**src/rtl/seg7_pkg.sv**
```systemverilog
// Shared definitions for the seven-segment scan display.
// Holds the FSM state encoding, the fixed segment patterns and the glyph
// table. Segment bit order is {g,f,e,d,c,b,a}, all active-low.
package seg7_pkg;

  typedef enum logic [1:0] {
    ST_OFF   = 2'd0,
    ST_BLANK = 2'd1,
    ST_SHOW  = 2'd2
  } state_t;

  localparam logic [6:0] SEG_OFF  = 7'h7F;
  localparam logic [6:0] SEG_DASH = 7'h3F;

  localparam logic [6:0] GLYPH_0 = 7'h40;
  localparam logic [6:0] GLYPH_1 = 7'h79;
  localparam logic [6:0] GLYPH_2 = 7'h24;
  localparam logic [6:0] GLYPH_3 = 7'h30;
  localparam logic [6:0] GLYPH_4 = 7'h19;
  localparam logic [6:0] GLYPH_5 = 7'h12;
  localparam logic [6:0] GLYPH_6 = 7'h02;
  localparam logic [6:0] GLYPH_7 = 7'h78;
  localparam logic [6:0] GLYPH_8 = 7'h00;
  localparam logic [6:0] GLYPH_9 = 7'h10;

  // Glyph lookup for one BCD nibble; non-BCD codes render as a dash.
  function automatic logic [6:0] glyph(input logic [3:0] nib);
    logic [6:0] g;
    g = SEG_DASH;
    case (nib)
      4'd0: g = GLYPH_0;
      4'd1: g = GLYPH_1;
      4'd2: g = GLYPH_2;
      4'd3: g = GLYPH_3;
      4'd4: g = GLYPH_4;
      4'd5: g = GLYPH_5;
      4'd6: g = GLYPH_6;
      4'd7: g = GLYPH_7;
      4'd8: g = GLYPH_8;
      4'd9: g = GLYPH_9;
      default: g = SEG_DASH;
    endcase
    return g;
  endfunction

endpackage

```
**src/rtl/seven_seg_scan_if.sv**
```systemverilog
// Value-update bus of the scan display.
//   value   : four BCD nibbles, [15:12] = digit 3, [3:0] = digit 0
//   load    : one-cycle strobe from the producer
//   pending : display-side flag, shadow holds a value not yet on the display
// Handshake: load has no ready; every cycle with load=1 is accepted and the
// value captured, the last load before a frame boundary wins. pending rises
// the cycle after a load and falls when the shadow is committed at the
// next frame boundary (digit change to 0) with no load in that cycle.
interface seven_seg_scan_if;
  import seg7_pkg::*;

  logic [15:0] value;
  logic        load;
  logic        pending;

  modport master (output value, output load, input pending);
  modport slave  (input value, input load, output pending);
endinterface

```
**src/rtl/seg7_decode.sv**
```systemverilog
// Combinational nibble-to-segment decoder.
//   nibble : BCD digit (A..F shown as a dash)
//   blank  : 1 forces all segments off
//   seg    : {g,f,e,d,c,b,a}, active-low
module seg7_decode
  import seg7_pkg::*;
(
  input  logic [3:0] nibble,
  input  logic       blank,
  output logic [6:0] seg
);

  always_comb begin
    seg = SEG_OFF;
    if (!blank) seg = glyph(nibble);
  end

endmodule

```
**src/rtl/seven_seg_scan.sv**
```systemverilog
// Four-digit common-anode seven-segment scan stage.
// Follows the external digit counter, inserts a blanking gap on every digit
// change, double-buffers the displayed value so updates land on frame
// boundaries (change to digit 0) and optionally suppresses leading zeros.
// Ports:
//   clk, rst  : clock, synchronous active-low reset
//   enable    : 0 forces the display dark
//   digit_sel : active digit index from the counter
//   bus       : value/load in, pending out
//   an        : anode enables, active-low
//   seg       : {g,f,e,d,c,b,a}, active-low
//   state_dbg : current FSM state
// All pins are registered from the previous cycle's state/cur_sel/active.
module seven_seg_scan
  import seg7_pkg::*;
#(
  parameter int BLANK_CYC = 4,
  parameter int LZ_BLANK  = 1
) (
  input  logic                   clk,
  input  logic                   rst,
  input  logic                   enable,
  input  logic [1:0]             digit_sel,
  seven_seg_scan_if.slave        bus,
  output logic [3:0]             an,
  output logic [6:0]             seg,
  output state_t                 state_dbg
);

  localparam int CW = (BLANK_CYC > 1) ? $clog2(BLANK_CYC) : 1;
  localparam logic [CW-1:0] CNT_LAST = CW'(BLANK_CYC - 1);

  state_t      state, state_n;
  logic [CW-1:0] cnt, cnt_n;
  logic [1:0]  cur_sel, cur_sel_n;
  logic [15:0] shadow, shadow_n;
  logic [15:0] active, active_n;
  logic        pending, pending_n;
  logic [3:0]  an_n;
  logic [6:0]  seg_n;

  logic        change;
  logic        commit;
  logic [3:0]  nib;
  logic        lz_blank;
  logic [6:0]  dec_seg;

  assign bus.pending = pending;
  assign state_dbg   = state;

  // cur_sel follows digit_sel in every state, so frame-boundary commits
  // keep happening while the display is dark.
  assign change = (digit_sel != cur_sel);
  assign commit = change && (digit_sel == 2'd0) && pending;

  assign nib = active[{cur_sel, 2'b00} +: 4];

  // A digit is a leading zero when it and every more significant nibble
  // are zero; digit 0 is always shown.
  always_comb begin
    lz_blank = 1'b0;
    if (LZ_BLANK != 0) begin
      case (cur_sel)
        2'd3: lz_blank = (active[15:12] == 4'd0);
        2'd2: lz_blank = (active[15:8] == 8'd0);
        2'd1: lz_blank = (active[15:4] == 12'd0);
        default: lz_blank = 1'b0;
      endcase
    end
  end

  seg7_decode u_dec (
    .nibble (nib),
    .blank  (lz_blank),
    .seg    (dec_seg)
  );

  // Next-state, buffer and output logic.
  always_comb begin
    state_n   = state;
    cnt_n     = cnt;
    cur_sel_n = change ? digit_sel : cur_sel;
    shadow_n  = shadow;
    active_n  = active;
    pending_n = pending;
    an_n      = 4'hF;
    seg_n     = SEG_OFF;

    // Commit uses the old shadow; a same-cycle load refills it and keeps
    // pending set.
    if (commit) begin
      active_n  = shadow;
      pending_n = 1'b0;
    end
    if (bus.load) begin
      shadow_n  = bus.value;
      pending_n = 1'b1;
    end

    if (!enable) begin
      state_n = ST_OFF;
      cnt_n   = '0;
    end else begin
      case (state)
        ST_OFF: begin
          state_n = ST_BLANK;
          cnt_n   = '0;
        end
        ST_BLANK: begin
          if (change) begin
            cnt_n = '0;
          end else if (cnt == CNT_LAST) begin
            state_n = ST_SHOW;
            cnt_n   = '0;
          end else begin
            cnt_n = cnt + 1'b1;
          end
        end
        ST_SHOW: begin
          if (change) begin
            state_n = ST_BLANK;
            cnt_n   = '0;
          end
        end
        default: begin
          state_n = ST_BLANK;
          cnt_n   = '0;
        end
      endcase
    end

    if (state == ST_SHOW) begin
      an_n  = ~(4'b0001 << cur_sel);
      seg_n = dec_seg;
    end
  end

  always_ff @(posedge clk) begin
    if (!rst) begin
      state   <= ST_BLANK;
      cnt     <= '0;
      cur_sel <= 2'd0;
      shadow  <= 16'd0;
      active  <= 16'd0;
      pending <= 1'b0;
      an      <= 4'hF;
      seg     <= SEG_OFF;
    end else begin
      state   <= state_n;
      cnt     <= cnt_n;
      cur_sel <= cur_sel_n;
      shadow  <= shadow_n;
      active  <= active_n;
      pending <= pending_n;
      an      <= an_n;
      seg     <= seg_n;
    end
  end

endmodule

```
**src/flat_wrapper.sv**
```systemverilog
// flat-port wrapper written by rule: the top's interface ports become plain ports
module seven_seg_scan_flat import seg7_pkg::*;
#(
  parameter int BLANK_CYC = 4,
  parameter int LZ_BLANK  = 1
)
  (clk, rst, enable, digit_sel, an, seg, state_dbg, bus_value, bus_load, bus_pending);
  seven_seg_scan_if bus_i ();
  input  logic clk;
  input  logic rst;
  input  logic enable;
  input  logic [1:0] digit_sel;
  output logic [3:0] an;
  output logic [6:0] seg;
  output state_t state_dbg;
  input wire logic [$bits(bus_i.value)-1:0] bus_value;
  input wire logic [$bits(bus_i.load)-1:0] bus_load;
  output wire logic [$bits(bus_i.pending)-1:0] bus_pending;
  assign bus_i.value = bus_value;
  assign bus_i.load = bus_load;
  assign bus_pending = bus_i.pending;
  seven_seg_scan #(.BLANK_CYC(BLANK_CYC), .LZ_BLANK(LZ_BLANK)) u_core (.clk(clk), .rst(rst), .enable(enable), .digit_sel(digit_sel), .bus(bus_i), .an(an), .seg(seg), .state_dbg(state_dbg));
endmodule
```
**config.mk**
```make
export PLATFORM = sky130hd
export DESIGN_NAME = seven_seg_scan_flat
export DESIGN_NICKNAME = d
export VERILOG_FILES = /design/src/rtl/seg7_pkg.sv /design/src/rtl/seven_seg_scan_if.sv /design/src/rtl/seg7_decode.sv /design/src/rtl/seven_seg_scan.sv /design/src/flat_wrapper.sv
export SDC_FILE = /design/constraint.sdc
export NUM_CORES = 1
export LEC_CHECK = 0
export ABC_AREA = 1
export CORE_ASPECT_RATIO = 0.9
export CORE_MARGIN = 4
export CORE_UTILIZATION = 56
export CTS_CLUSTER_DIAMETER = 120
export DETAILED_ROUTE_END_ITERATION = 16
export PLACE_DENSITY = 0.9
export SYNTH_ARGS = -nofsm -noshare
export SYNTH_HDL_FRONTEND = slang
export SYNTH_SLANG_ARGS = --single-unit
```
**constraint.sdc**
```tcl
create_clock -name clk -period 3.6 [get_ports clk]
set_input_delay 0.72 -clock clk [delete_from_list [all_inputs] [get_ports clk]]
set_output_delay 0.72 -clock clk [all_outputs]
set_load 0.01 [all_outputs]
```
==> results.cfg, run 1 <==
[outcome]
outcome = finished clean

[global_routing]
grt_first_pass_wirelength_mm = 7.886
grt_max_degree = 19
grt-ovfl-total = 0
grt_pass1_vias = 1907
grt_usage = 0.2047
grt_antenna_before_repair = 0

[clock_network]
cts.path.max_buffers = 2
post_cts.repair.setup_buffers = 0
root_buffer = clkbuf_8
cts_sinks = 50
cts_buffers = 5
hold_buffers = 0
cts_resized = 0
htree_levels = 2
clkLatencyLatePin_ns = 0.31
cts.clk_slew.worst_paths_ns = 0.09
cts_tree = yes

[power_and_ir_drop]
p_total_w = 0.001071
power_switching_w = 0.0002528
switching_share = 0.2361
p_comb_frac = 0.084
ir_drop_mv = 0.3070
power.density_mw_per_mm2 = 413.3
clkPwrFrac = 0.371
p_int_w = 0.0008180
leakagePower_nw = 1.113
p_seq_frac = 0.545

[synth]
postSynthAreaPerCell_sq_um = 7.373
synth_seq_cells = 50
synth_cells = 288
synth_area_sq_mm = 0.002123
syn_nets = 316
ys_types = 25
yosysSeqAreaShare = 0.4714
yosys_warnings = 0

[floorplan]
dieArea_sq_mm = 0.004842
core_area_sq_mm = 0.003503
row_count = 20
die_h_um = 66.42
io_pins = 36
initial_core_util = 0.6061
die_w_um = 72.91

[sta]
hold_ws_ns = 0.4836
rsz0062_at_grt = no
tns_ns = 0
clock_skew_ns = 0.005294
fin_crit_ns = 2.181
setup_viol = 0
finalCritPeriodShare = 0.6060
final-hold-violation-count = 0
slew_viol_final = 0
max_clock_freq_ghz = 0.4584
relSlewSlack = 0.5627
tightest_slew_ns = 0.6539

[placement]
dp_hpwl_mm = 3.211
placed_area_sq_mm = 0.002477
place_congestion = 0.8487
portBuffers = 35
dp.cells = 358

[flow_run]
max-cap-violations = 0

[cells_and_area]
mostFrequentLayoutCell = nand2_1
nets = 349
multi_input_area_sq_um = 992.2
seq_area_sq_mm = 0.001001
final_cell_mix = 67 x nand2_1, 50 x dfxtp_1, 49 x nor2_1
syn2layout_area_growth_pct = 22.04
drive_above_1_share = 0.04658
stdcell_count = 366
fillers = 296
diodes = 0
fin_area_sq_mm = 0.002591

[critical_path]
cp_top_family = simple AND/OR/NAND/NOR gates
worstPathArrival_ns = 2.35
cp-start-kind = flip-flop
path_buf_inv = 3
crit_chain = inv_1 -> nand3_1 -> nand2_1 -> nor2_1 -> inv_1 -> ha_1 -> inv_1 -> nand3_1 -> nand3_1 -> nand3_1
required_ns = 3.77
path_class = reg2reg
crit_slowest_cell = dfxtp_1
cp_max_fo = 15
critPathCaptureType = flip-flop
max_stage_delay_ns = 0.67
crit_top_cell = nand3_1

[drt]
wirelength_mm = 4.474
ant_nets = 0
drcViolationCount = 0
dr.first_iter.drc_count = 208
vias_per_cell = 5.396
firstDrtPassIters = 4
wl_per_cell_um = 12.22
vias = 1975

[min_path]
min_path_type = reg2reg
==> through the flow <==
step	setup WS (ns)	utilization
2_1_floorplan	2.071	-
3_3_place_gp	1.171	0.7071
3_5_place_dp	1.115	0.7071
4_1_cts	1.446	0.7396
5_1_grt	1.195	0.7396
6_report	1.419	0.7396
==> sequential cells by signal, indices dropped and copies added (netlist names) <==
signal              count
u_core.seg              7
u_core.cnt              2
u_core.state_dbg        2
u_core.an               4
u_core.shadow          16
u_core.active          16
u_core.cur_sel          2
u_core.bus.pending      1
==> cells by family (layout without fill, tap and decap cells) <==
| group | after synthesis | in the layout | share of synthesized area |
|---|---|---|---|
| AO/OA/AOI/OAI | 39 | 39 | 0.09429 |
| XOR/XNOR | 2 | 2 | 0.008251 |
| adder cells (fa/ha/maj) | 6 | 6 | 0.03536 |
| buffers and inverters | 28 | 62 | 0.06127 |
| flip-flops | 50 | 50 | 0.4714 |
| AND/OR/NAND/NOR | 163 | 163 | 0.3294 |
==> cell usage after synthesis <==
cell type | count | area [sq um]
a21oi_1 | 21 | 105.1
a22oi_1 | 1 | 7.510
and3_1 | 1 | 6.260
buf_1 | 1 | 3.750
buf_2 | 2 | 10.01
buf_4 | 2 | 15.01
buf_6 | 2 | 22.52
clkbuf_1 | 4 | 15.01
clkinv_1 | 1 | 3.750
dfxtp_1 | 50 | 1001
ha_1 | 6 | 75.07
inv_1 | 15 | 56.30
inv_2 | 1 | 3.750
nand2_1 | 67 | 251.5
nand2_4 | 1 | 11.26
nand3_1 | 39 | 195.2
nand4_1 | 2 | 12.51
nor2_1 | 49 | 183.9
nor2_2 | 1 | 6.260
nor2_4 | 1 | 11.26
nor3_1 | 1 | 5.000
nor3_4 | 1 | 16.27
o21ai_0 | 16 | 80.08
o21bai_1 | 1 | 7.510
xnor2_1 | 2 | 17.52
==> area by class of cell <==
class	count	area share
clock buffer	5	0.02656
clock inverter	3	0.01738
inverter	17	0.02463
multi-input combinational	210	0.3829
sequential	50	0.3863
tap	44	0.02125
timing repair buffer	37	0.1410
==> metal layers <==
| layer | vias to the layer above | routed length [um] | track usage |
|---|---|---|---|
| met3 | 8 | 263 | 0.04863 |
| met2 | 61 | 2104 | 0.3525 |
| li1 | 1004 | - | - |
| met5 | - | 0 | 0 |
| met4 | 0 | 65 | 0.08525 |
| met1 | 902 | 2041 | 0.2419 |
==> tightest hold or removal path, stage by stage (launching register included) <==
cell     delay (ns)
dfxtp_1        0.32
nand2_1        0.07
a21oi_1        0.05
==> worst paths after layout <==
check                          from          endpoint  depth (start not counted)  slack, ns
setup / recovery  u_core.cur_sel[0]     u_core.seg[0]                         10       1.42
hold / removal     u_core.active[3]  u_core.active[3]                          2       0.48
setup reg to reg  u_core.cur_sel[0]     u_core.seg[0]                         10       1.42
hold reg to reg    u_core.active[3]  u_core.active[3]                          2       0.48
==> power by group through the flow <==
stage	logic, W	registers [W]	clock network, W
2_1_floorplan	0.0000559	0.000590	0
3_3_place_gp	0.0000870	0.000595	0
3_5_place_dp	0.0000891	0.000595	0
4_1_cts	0.0000901	0.000583	0.000400
5_1_grt	0.000101	0.000586	0.000424
6_report	0.0000901	0.000583	0.000398
(Power assumes the default switching activity.)
==> run 2: changes to the inputs <==
Settings changed: CORE_UTILIZATION 56 to 52, PLACE_DENSITY 0.9 to 0.84.
Clock period 3.6 ns to 2.22 ns, I/O delays scaled along.
==> run 2 against run 1 <==
- combinational power is 64% higher
- die area is 6.8% higher
- power is 50% higher
- non-clock buffer count is 2 higher
- worst setup slack worse by 1.1 ns
- via count is 5.8% lower
- clock power is 30% higher
- design area is 0.19% lower
- critical path depth stayed put
- critical path type unchanged
- critical endpoint is now u_core.seg[3]
- largest power group unchanged
==> results.cfg, run 2 (synthesized netlist as in run 1, its figures left out) <==
[outcome]
outcome = finished clean

[drt]
ant_nets = 0
wirelength_mm = 4.107
vias_per_cell = 5.030
wl_per_cell_um = 11.10
firstDrtPassIters = 4
vias = 1861
drcViolationCount = 0
dr.first_iter.drc_count = 103

[critical_path]
crit_slowest_cell = dfxtp_1
crit_chain = inv_2 -> nand3_1 -> nand2_1 -> nor2_1 -> inv_1 -> ha_1 -> inv_1 -> nand3_1 -> nand3_1 -> nand3_1
path_class = reg2reg
crit_top_cell = nand3_1
ff2ff_path_depth = 10
critPathCaptureType = flip-flop
worstReg2RegEnd = u_core.seg[3]
cp_max_fo = 10
startpoint = u_core.cur_sel[1]
cp_top_family = simple AND/OR/NAND/NOR gates
cp-start-kind = flip-flop
r2r-start = u_core.cur_sel[1]
max_stage_delay_ns = 0.57
path_buf_inv = 3
r2r_setup_slack_ns = 0.30
worstPathArrival_ns = 2.08
required_ns = 2.38

[power_and_ir_drop]
ir_drop_mv = 0.4972
power.density_mw_per_mm2 = 623.0
leakagePower_nw = 1.118

[sta]
relSlewSlack = 0.6806
rsz0062_at_grt = no
setup_viol = 0
final-hold-violation-count = 0
max_clock_freq_ghz = 0.5203
slew_viol_final = 0
tightest_slew_ns = 0.4792
tns_ns = 0
finalCritPeriodShare = 0.8657
fin_crit_ns = 1.922
clock_skew_ns = 0.009667
fin_ws_ns = 0.2980

[placement]
dp_slack_ns = 0.2094
dp_hpwl_mm = 3.028
place_congestion = 0.9000
portBuffers = 35

[clock_network]
root_buffer = clkbuf_8
cts_sinks = 50
cts.clk_slew.worst_paths_ns = 0.09
htree_levels = 2
cts_buffers = 5
clkLatencyLatePin_ns = 0.31
cts.path.max_buffers = 2
post_cts.repair.setup_buffers = 0
cts_tree = yes

[global_routing]
grt_usage = 0.1732
grt_pass1_vias = 1672
grt-ovfl-total = 0
grt_first_pass_wirelength_mm = 6.893
grt_max_degree = 19
grt_antenna_before_repair = 0

[cells_and_area]
diodes = 0
drive_above_1_share = 0.05556
syn2layout_area_growth_pct = 21.80
seq_area_sq_mm = 0.001002
final_cell_mix = 67 x nand2_1, 49 x nor2_1, 49 x dfxtp_1
fillers = 349
reg_top3 = u_core.active x16, u_core.shadow x16, u_core.seg x7
multi_input_area_sq_um = 992.2
mostFrequentLayoutCell = nand2_1
nets = 351

[flow_run]
max-cap-violations = 0

[min_path]
hold_start = u_core.active[3]
min_path_type = reg2reg
worstHoldPathCells = 2
hold_end = u_core.active[3]

[floorplan]
core_area_sq_mm = 0.003836
die_w_um = 75.36
dieArea_sq_mm = 0.005171
io_pins = 36
row_count = 21
initial_core_util = 0.5535
die_h_um = 68.62
[run 2: changes by cell type in the layout (fill, tap and decap cells not counted), sizes merged]
cell      before  now
clkinv         1    3
buf            2    4
bufinv         1    0
clkinvlp       2    1
[run 2: cell type report]
| cell class | instances | area share |
|---|---|---|
| timing repair buffer | 39 | 0.1471 |
| tap | 46 | 0.02225 |
| clock inverter | 3 | 0.008224 |
| clock buffer | 5 | 0.02661 |
| sequential | 50 | 0.3875 |
| multi-input combinational | 210 | 0.3836 |
| inverter | 17 | 0.02467 |
[run 2: repair_timing]
action,in CTS,in global routing
hold buffers,0,0
resized for setup,0,1
endpoints found under the setup margin,0,4
[run 2: tightest hold or removal path: cells and delay by family, from the launching register on]
kind,cells,cell delay [ns]
simple gates,1,0.06
compound gates,1,0.05
flops,1,0.32
[run 2: metrics by stage]
stage / std cells / util / hold WS [ns] / power (W) / instance area (sq um)
after floorplan: 288 / - / 0.4400 / 0.001048 / 2123
after global placement: 362 / 0.6504 / 0.4539 / 0.001110 / 2495
after detailed placement: 362 / 0.6504 / 0.4636 / 0.001113 / 2495
after CTS: 370 / 0.6738 / 0.4754 / 0.001626 / 2585
after global routing: 370 / 0.6742 / 0.4935 / 0.001673 / 2586
final: 370 / 0.6742 / 0.4769 / 0.001611 / 2586
[run 2: per-layer routing]
metal | routed length (um) | GRT usage | vias to the layer above | share of wire
met1 | 1977 | 0.2232 | 796 | 0.48
met2 | 1765 | 0.2759 | 54 | 0.43
met4 | 57 | 0.07205 | 0 | 0.014
met3 | 306 | 0.04348 | 7 | 0.075
li1 | - | - | 1004 | -
met5 | 0 | 0 | - | 0
[run 2: worst max-delay path by stage]
stage                    end  slack [ns]  depth (start not counted)
3_5_place_dp   u_core.seg[3]        0.21                         10
3_3_place_gp   u_core.seg[3]        0.33                         10
6_report       u_core.seg[3]        0.30                         10
2_1_floorplan  u_core.seg[0]        0.70                         10
4_1_cts        u_core.seg[3]        0.19                         10
5_1_grt        u_core.seg[3]        0.09                         10
[run 2: power by group]
| part | total, W | switching (W) | internal [W] |
|---|---|---|---|
| logic | 0.000148 | 0.0000785 | 0.0000697 |
| registers | 0.000945 | 0.0000207 | 0.000924 |
| clock network | 0.000518 | 0.000297 | 0.000221 |
==> run 3: changes to the inputs <==
==> constraint.sdc (replaced) <==
create_clock -name clk -period 2.1 [get_ports clk]
set_input_delay 0.525 -clock clk [delete_from_list [all_inputs] [get_ports clk]]
set_output_delay 0.525 -clock clk [all_outputs]
set_load 0.01 [all_outputs]
==> run 3 against run 2 <==
- sequential share of layout area is 0.68 points lower
- cell count is 1.4% higher
- worst hold slack improved by 0.0033 ns
- critical endpoint is now state_dbg[0]
- die area is the same
- design area is 1.8% higher
- largest power group unchanged
- power up 8.6%
- non-clock buffer count up 5
- clock power is 14% higher
==> results.cfg, run 3 (synthesized netlist as in run 1, its figures left out) <==
[outcome]
outcome = finished clean

[sta]
finalCritPeriodShare = 0.8337
fin_crit_ns = 1.751
final-hold-violation-count = 0
fin_ws_ns = 0.3492
max_clock_freq_ghz = 0.5712
hold_ws_ns = 0.4802
rsz0062_at_grt = no
tns_ns = 0
tightest_slew_ns = 0.4444
slew_viol_final = 0
relSlewSlack = 0.7034
clock_skew_ns = 0.01125
setup_viol = 0

[drt]
wirelength_mm = 4.166
firstDrtPassIters = 4
dr.first_iter.drc_count = 103
vias_per_cell = 5.104
vias = 1914
drcViolationCount = 0
wl_per_cell_um = 11.11
ant_nets = 0

[clock_network]
cts.clk_slew.worst_paths_ns = 0.09
cts_buffers = 5
cts_sinks = 50
post_cts.repair.setup_buffers = 0
hold_buffers = 0
root_buffer = clkbuf_8
clkLatencyLatePin_ns = 0.31
htree_levels = 2
cts_resized = 0
cts.path.max_buffers = 2
cts_tree = yes

[floorplan]
dieArea_sq_mm = 0.005171
core_area_sq_mm = 0.003836
row_count = 21
die_h_um = 68.62
io_pins = 36
die_w_um = 75.36
initial_core_util = 0.5535

[cells_and_area]
nets = 356
drive_above_1_share = 0.06991
syn2layout_area_growth_pct = 23.98
fillers = 337
stdcell_count = 375
mostFrequentLayoutCell = nand2_1
reg_top3 = u_core.active x16, u_core.shadow x16, u_core.seg x7
final_cell_mix = 67 x nand2_1, 49 x nor2_1, 49 x dfxtp_1
diodes = 0

[flow_run]
max-cap-violations = 0

[critical_path]
critPathCaptureType = output pin
worstPathArrival_ns = 1.23
crit_chain = clkdlybuf4s50_1
path_buf_inv = 1
path_class = reg2out
crit_slowest_cell = clkdlybuf4s50_1
max_stage_delay_ns = 0.55
cp_max_fo = 4
cp_top_family = buffers and inverters
cp-start-kind = flip-flop
required_ns = 1.57

[global_routing]
grt_first_pass_wirelength_mm = 7.113
grt-ovfl-total = 0
grt_max_degree = 19
grt_antenna_before_repair = 0
grt_pass1_vias = 1703
grt_usage = 0.1779

[placement]
portBuffers = 35
dp_hpwl_mm = 3.008
dp.cells = 367
place_congestion = 0.9091
dp_slack_ns = 0.2323

[power_and_ir_drop]
ir_drop_mv = 0.4765
leakagePower_nw = 1.147
power.density_mw_per_mm2 = 665.0
p_total_w = 0.001751

[min_path]
min_path_type = reg2reg
[run 3: area by class of cell]
type | instances | area (sq um) | area share
Timing Repair Buffer | 44 | 417.9 | 0.1587
Tap cell | 46 | 57.56 | 0.02186
Clock buffer | 6 | 82.58 | 0.03137
Multi-Input combinational cell | 210 | 992.2 | 0.3769
Sequential cell | 50 | 1002 | 0.3807
Clock inverter | 2 | 16.27 | 0.006179
Inverter | 17 | 63.81 | 0.02424
[run 3: path summary, 6_finish.rpt]
| check | to | slack [ns] | cells past startpoint | start |
|---|---|---|---|---|
| max | state_dbg[0] | 0.35 | 1 | u_core.state_dbg[0] |
| min | u_core.active[0] | 0.48 | 2 | u_core.active[0] |
| max reg2reg | u_core.seg[0] | 0.38 | 10 | u_core.cur_sel[1] |
| min reg2reg | u_core.active[0] | 0.48 | 2 | u_core.active[0] |
[run 3: power breakdown]
group | total, W | switching, W | internal [W] | leakage, nW
Combinational | 0.000166 | 0.0000874 | 0.0000787 | 0.690
Sequential | 0.000996 | 0.0000196 | 0.000977 | 0.409
Clock | 0.000588 | 0.000317 | 0.000271 | 0.0478
[run 3: per-stage QoR]
| step | instance area [sq um] | utilization |
|---|---|---|
| 6_report | 2633 | 0.6862 |
| 5_1_grt | 2633 | 0.6862 |
| 4_1_cts | 2631 | 0.6859 |
| 3_5_place_dp | 2532 | 0.6601 |
| 3_3_place_gp | 2532 | 0.6601 |
| 2_1_floorplan | 2123 | - |
[run 3: routing by layer]
| metal | vias to the layer above | track usage | routed length (um) | share of wire |
|---|---|---|---|---|
| met2 | 44 | 0.2759 | 1791 | 0.43 |
| met1 | 848 | 0.2255 | 2091 | 0.50 |
| met4 | 0 | 0.06550 | 68 | 0.016 |
| met5 | - | 0 | 0 | 0 |
| li1 | 1013 | - | - | - |
| met3 | 9 | 0.06667 | 214 | 0.051 |
